<file path="src/rtl/muldiv_pkg.sv">
// rtl/muldiv_pkg.sv - shared types and constants for the RV32M mul/div sequencer
package muldiv_pkg;

    typedef enum logic [2:0] {
        S_IDLE,
        S_SPECIAL,
        S_MUL_WAIT,
        S_DIV_WAIT,
        S_RESP,
        S_DRAIN
    } state_e;

    localparam logic [2:0] F3_MUL    = 3'b000;
    localparam logic [2:0] F3_MULH   = 3'b001;
    localparam logic [2:0] F3_MULHSU = 3'b010;
    localparam logic [2:0] F3_MULHU  = 3'b011;
    localparam logic [2:0] F3_DIV    = 3'b100;
    localparam logic [2:0] F3_DIVU   = 3'b101;
    localparam logic [2:0] F3_REM    = 3'b110;
    localparam logic [2:0] F3_REMU   = 3'b111;

    localparam logic [31:0] DIV_ZERO_Q = 32'hFFFF_FFFF;
    localparam logic [31:0] INT_MIN    = 32'h8000_0000;

endpackage

</file>
<file path="src/rtl/muldiv_special_detect.sv">
// rtl/muldiv_special_detect.sv - divide special-case detection, sign flags and operand magnitudes
module muldiv_special_detect
    import muldiv_pkg::*;
#(
    parameter int XLEN = 32
) (
    input  logic [2:0]      funct3,
    input  logic [XLEN-1:0] rs1_val,
    input  logic [XLEN-1:0] rs2_val,
    output logic            is_special,
    output logic [XLEN-1:0] special_val,
    output logic            neg_res,
    output logic [XLEN-1:0] div_op1,
    output logic [XLEN-1:0] div_op2
);

    localparam logic [XLEN-1:0] ALL_ONES = '1;
    localparam logic [XLEN-1:0] MIN_NEG  = {1'b1, {(XLEN-1){1'b0}}};

    logic is_signed;
    logic is_rem;
    logic s1;
    logic s2;
    logic div_zero;
    logic overflow;

    assign is_signed = funct3[2] & ~funct3[0];
    assign is_rem    = funct3[1];
    assign s1        = is_signed & rs1_val[XLEN-1];
    assign s2        = is_signed & rs2_val[XLEN-1];
    assign div_zero  = (rs2_val == '0);
    assign overflow  = is_signed && (rs1_val == MIN_NEG) && (rs2_val == ALL_ONES);

    assign is_special  = funct3[2] & (div_zero | overflow);
    assign special_val = div_zero ? (is_rem ? rs1_val : ALL_ONES)
                                  : (is_rem ? '0 : MIN_NEG);

    // Remainder takes the dividend's sign; quotient is negative when signs differ.
    assign neg_res = is_rem ? s1 : (s1 ^ s2);
    assign div_op1 = s1 ? -rs1_val : rs1_val;
    assign div_op2 = s2 ? -rs2_val : rs2_val;

endmodule

</file>
<file path="src/rtl/muldiv_ctrl.sv">
// rtl/muldiv_ctrl.sv - EX-stage sequencer for the iterative RV32M multiplier and divider
module muldiv_ctrl
    import muldiv_pkg::*;
#(
    parameter int XLEN    = 32,
    parameter int TIMEOUT = 40
) (
    input  logic            clk,
    input  logic            rst,
    input  logic            op_valid,
    input  logic [2:0]      funct3,
    input  logic [XLEN-1:0] rs1_val,
    input  logic [XLEN-1:0] rs2_val,
    input  logic [4:0]      rd_in,
    input  logic            flush,
    output logic            stall,
    output logic            res_valid,
    output logic [XLEN-1:0] res_data,
    output logic [4:0]      res_rd,
    output logic            err,
    output logic            startM,
    output logic [1:0]      mul_opcode,
    input  logic            doneM,
    input  logic [XLEN-1:0] result_mul,
    output logic            startD,
    output logic [1:0]      div_opcode,
    input  logic            doneD,
    input  logic [XLEN-1:0] result_divide,
    output logic [XLEN-1:0] mdu_op1,
    output logic [XLEN-1:0] mdu_op2
);

    localparam int CW = $clog2(TIMEOUT + 1);

    state_e          state;
    state_e          state_n;
    logic [CW-1:0]   cnt;
    logic            is_div_q;
    logic            neg_q;
    logic [4:0]      rd_q;
    logic            issue;
    logic            tmo;
    logic            in_wait;
    logic            first_cyc;
    logic            timed_out;
    logic            unit_done;
    logic            is_special;
    logic            neg_res;
    logic [XLEN-1:0] special_val;
    logic [XLEN-1:0] div_op1;
    logic [XLEN-1:0] div_op2;

    muldiv_special_detect #(.XLEN(XLEN)) u_detect (
        .funct3      (funct3),
        .rs1_val     (rs1_val),
        .rs2_val     (rs2_val),
        .is_special  (is_special),
        .special_val (special_val),
        .neg_res     (neg_res),
        .div_op1     (div_op1),
        .div_op2     (div_op2)
    );

    assign in_wait   = (state == S_MUL_WAIT) || (state == S_DIV_WAIT) || (state == S_DRAIN);
    assign first_cyc = (cnt == '0);
    assign timed_out = (cnt == CW'(TIMEOUT - 1));
    // done is level-type and still reflects the previous op on the first wait cycle
    assign unit_done = is_div_q ? doneD : doneM;

    always_comb begin
        state_n   = state;
        stall     = 1'b0;
        res_valid = 1'b0;
        issue     = 1'b0;
        tmo       = 1'b0;
        case (state)
            S_IDLE: begin
                if (op_valid && !flush) begin
                    issue = 1'b1;
                    if (!funct3[2])      state_n = S_MUL_WAIT;
                    else if (is_special) state_n = S_SPECIAL;
                    else                 state_n = S_DIV_WAIT;
                end
            end
            S_SPECIAL, S_RESP: begin
                res_valid = !flush;
                state_n   = S_IDLE;
            end
            S_MUL_WAIT, S_DIV_WAIT: begin
                stall = 1'b1;
                if (flush) begin
                    state_n = S_DRAIN;
                end else if (!first_cyc && unit_done) begin
                    state_n = S_RESP;
                end else if (timed_out) begin
                    state_n = S_IDLE;
                    tmo     = 1'b1;
                end
            end
            S_DRAIN: begin
                // Units cannot abort; hold off a new op until the old one finishes.
                stall = op_valid;
                if (!first_cyc && unit_done) begin
                    state_n = S_IDLE;
                end else if (timed_out) begin
                    state_n = S_IDLE;
                    tmo     = 1'b1;
                end
            end
            default: state_n = S_IDLE;
        endcase
    end

    always_ff @(posedge clk) begin
        if (!rst) begin
            state      <= S_IDLE;
            cnt        <= '0;
            is_div_q   <= 1'b0;
            neg_q      <= 1'b0;
            rd_q       <= '0;
            res_data   <= '0;
            res_rd     <= '0;
            err        <= 1'b0;
            startM     <= 1'b0;
            startD     <= 1'b0;
            mul_opcode <= '0;
            div_opcode <= '0;
            mdu_op1    <= '0;
            mdu_op2    <= '0;
        end else begin
            state  <= state_n;
            err    <= tmo;
            startM <= 1'b0;
            startD <= 1'b0;

            if (state_n != state) begin
                cnt <= '0;
            end else if (in_wait) begin
                cnt <= cnt + 1'b1;
            end

            if (issue) begin
                is_div_q <= funct3[2];
                neg_q    <= neg_res;
                rd_q     <= rd_in;
                if (!funct3[2]) begin
                    startM     <= 1'b1;
                    mul_opcode <= funct3[1:0];
                    mdu_op1    <= rs1_val;
                    mdu_op2    <= rs2_val;
                end else if (is_special) begin
                    res_data <= special_val;
                    res_rd   <= rd_in;
                end else begin
                    startD     <= 1'b1;
                    div_opcode <= {funct3[1], 1'b1};
                    mdu_op1    <= div_op1;
                    mdu_op2    <= div_op2;
                end
            end

            if (state_n == S_RESP) begin
                res_rd <= rd_q;
                if (is_div_q) res_data <= neg_q ? -result_divide : result_divide;
                else          res_data <= result_mul;
            end
        end
    end

endmodule

</file>
<file path="config.mk">
export PLATFORM = sky130hd
export DESIGN_NAME = muldiv_ctrl
export DESIGN_NICKNAME = d
export VERILOG_FILES = /design/src/rtl/muldiv_pkg.sv /design/src/rtl/muldiv_special_detect.sv /design/src/rtl/muldiv_ctrl.sv
export SDC_FILE = /design/constraint.sdc
export NUM_CORES = 1
export LEC_CHECK = 0
export BUFFER_PORTS_ARGS = -buffer_cell sky130_fd_sc_hd__buf_2
export CAP_MARGIN = 20
export CORE_UTILIZATION = 55
export CTS_BUF_LIST = sky130_fd_sc_hd__clkbuf_16
export DETAILED_ROUTE_END_ITERATION = 7
export GPL_TIMING_DRIVEN = 0
export PLACE_DENSITY_LB_ADDON = 0.3
export SLEW_MARGIN = 5
export SYNTH_ARGS = -nofsm -noshare
export SYNTH_HDL_FRONTEND = slang
export SYNTH_SLANG_ARGS = --single-unit
</file>
<file path="constraint.sdc">
create_clock -name clk -period 6.95 [get_ports clk]
set_input_delay 0.3475 -clock clk [delete_from_list [all_inputs] [get_ports clk]]
set_output_delay 0.3475 -clock clk [all_outputs]
set_load 0.05 [all_outputs]
</file>
==> impl_metrics.yaml <==
sta:
  hold_viol_final: 0
  finalCritPeriodShare: 0.495
  hold_ws_ps: 185
  worst_pin_slew_ps: 1110
  max_freq_ghz: 0.291
  tns_ps: 0
  min_period_ps: 3440
  setup_viol: 0
  slew_headroom: 0.256
  rsz0062_at_grt: "no"
  slew_viol_final: 0
  clock_skew_ps: 10.4
  setup_ws_ps: 3510
cts:
  cts_setup_buffers: 0
  clk_latency_ps: 420
  cts.path.max_buffers: 2
  cts_made_buffers: 17
  clk_pin_slew_ps: 60
  cts_hold_repair.buffers: 0
  cts-resized-gates: 0
  htree_levels: 4
  clock-root-buffer: "clkbuf_16"
  cts_tree: "built"
  clock-sinks: 124
floorplan:
  die_width_um: 119
  ioPinCount: 252
  die-height_um: 119
  initial_core_util: 0.566
  die-area_mm2: 0.0141
  placement_rows: 42
  core_area_mm2: 0.0132
synth:
  synth.avg_cell_area_um2: 8.05
  synth_ff_type: "dfxtp_1"
  synth-seq-cells: 124
  synth_seq_area_share: 0.331
  synthCells: 931
  syn_area_mm2: 0.00749
  async_flop_share: 0
  yosys_warnings: 0
  synth_edf_count: 0
  yosys.area.top_type_share: 0.331
  syn_nets: 1079
  synth_area_leaders: "dfxtp_1 33%, a211oi_1 8.4%, xnor2_1 6.4%"
  synth_common_cells: "124 x dfxtp_1, 84 x a211oi_1, 81 x nor3_1"
  synth.most_common_cell: "dfxtp_1"
  yosys.area.top_type: "dfxtp_1"
  synth.distinct_cells: 64
worst_setup_path:
  startpoint_type: "flip-flop"
  endpoint_kind: "flip-flop"
  critPathArrivalTime_ps: 3750
  required_ps: 7260
  crit_path_cell_trace: "clkbuf_1 -> nor4b_1 -> and2_1 -> clkbuf_1 -> nand2_1 -> nor3_1 -> buf_2 -> buf_2 -> nor3b_1 -> o31a_1"
  crit_fanout: 10
  critical_path_buf_inv_count: 4
  crit_slowest_cell: "nor4b_1"
  crit_path_max_incr_delay_ps: 750
  crit_family: "simple AND/OR/NAND/NOR gates"
  critPathKind: "reg -> reg"
power:
  p_leak_uw: 0.00386
  ir_drop_mv: 0.161
  powerDensity_mw_per_mm2: 228
drt:
  vias: 8479
  drtAntennaViolNets: 0
  first_iter_violations: 858
  first_pass_iters: 6
  wirelength_um: 25300
  post_drt_wl_per_cell_um: 18.2
  drc: 0
  vias_per_cell: 6.11
place:
  dp_hpwl_um: 19500
  routabilityCongestion: 0.923
  portBuffers: 249
  dpl_worst_slack_ps: 3390
grt:
  grt_max_degree: 17
  antenna_found_initial: 1
  track_usage: 0.353
  grt_pass1_wl_um: 39400
  grt_pass1_vias: 7642
  overflow: 0
layout:
  final_nets: 1347
  drive_gt1_frac: 0.247
  antennaDiodeCount: 0
  post-route-util: 0.719
  syn_to_final_growth_pct: 27.1
status:
  status: "completed"
job:
  cap_violations: 0
hold_path:
  min_path_type: "in -> reg"
[cells by family (layout without fill, tap and decap cells)]
group / Yosys count / in the layout / share of synthesized area
adder cells (fa/ha/maj): 6 / 6 / 0.0100
multiplexers: 5 / 5 / 0.00685
AO/OA/AOI/OAI: 275 / 275 / 0.260
AND/OR/NAND/NOR: 330 / 330 / 0.231
flip-flops: 124 / 124 / 0.331
XOR/XNOR: 94 / 94 / 0.110
buffers and inverters: 97 / 377 / 0.0511
[metrics by stage]
| step | instance area [um2] | power (uW) | std cells |
|---|---|---|---|
| 2_1_floorplan | 7490 | 1150 | 931 |
| 3_3_place_gp | 8960 | 1310 | 1356 |
| 3_5_place_dp | 8960 | 1320 | 1356 |
| 4_1_cts | 9520 | 2170 | 1387 |
| 5_1_grt | 9520 | 2250 | 1387 |
| 6_report | 9520 | 2180 | 1387 |
[state kept, by name (all words and copies together) (netlist names)]
signal / cells
mdu_op1: 32
mdu_op2: 32
res_data: 32
cnt: 6
rd_q: 5
res_rd: 5
state: 3
div_opcode: 2
mul_opcode: 2
err: 1
is_div_q: 1
neg_q: 1
startD: 1
startM: 1
[worst reg2reg max path: cells and delay by family, from the launching register on]
| family | cells | cell delay (ps) |
|---|---|---|
| AOI/OAI and AO/OA | 1 | 240 |
| DFF | 1 | 300 |
| and+or+nand+nor | 5 | 1680 |
| buffers and inverters | 4 | 1120 |
[cell type report]
| class | count | area (um2) |
|---|---|---|
| clock buffers | 17 | 425 |
| fillers | 1123 | 3720 |
| well taps | 176 | 220 |
| repair buffers | 249 | 1250 |
| inverters | 29 | 109 |
| flip-flops and latches | 124 | 2480 |
| multi-input cells | 710 | 4630 |
| plain buffers | 68 | 274 |
| clock inverters | 14 | 139 |
[report_power, final]
group / internal (uW) / total (uW) / switching [uW]
registers: 760 / 787 / 26.3
logic: 159 / 529 / 370
clock network: 549 / 859 / 311
[routing by layer]
layer | wire length [um] | share of wire | track usage | vias to the layer above
li1 | - | - | - | 4022
met1 | 10500 | 0.42 | 0.456 | 3911
met2 | 11600 | 0.46 | 0.569 | 463
met3 | 2390 | 0.095 | 0.0782 | 83
met4 | 818 | 0.032 | 0.139 | 0
met5 | 0 | 0 | 0 | -
[cells in the final DEF (no fill, tap or decap), types with 10 or more instances in the layout]
cell,count
buf_2,255
dfxtp_1,124
a211oi_1,84
nor3_1,81
nor2_1,69
xnor2_1,55
clkbuf_1,53
a21oi_1,48
nand2_1,44
xor2_1,39
inv_1,32
o21ai_0,27
a31oi_1,24
nand3_1,21
nand2b_1,17
nor4_1,17
o31ai_1,17
clkbuf_16,17
a221o_1,16
nor3b_1,15
o31a_1,15
nand4_1,13
or4_1,13
o21a_1,10
[path summary, 6_finish.rpt]
kind,from,end,slack (ps),cells after the start
hold / removal,rd_in[0],rd_q[0],180,3
hold reg to reg,rd_q[0],rd_q[0],450,2
setup / recovery,state[1],res_data[8],3510,10
setup reg to reg,state[1],res_data[8],3510,10
Power figures use the tool's default switching activity.
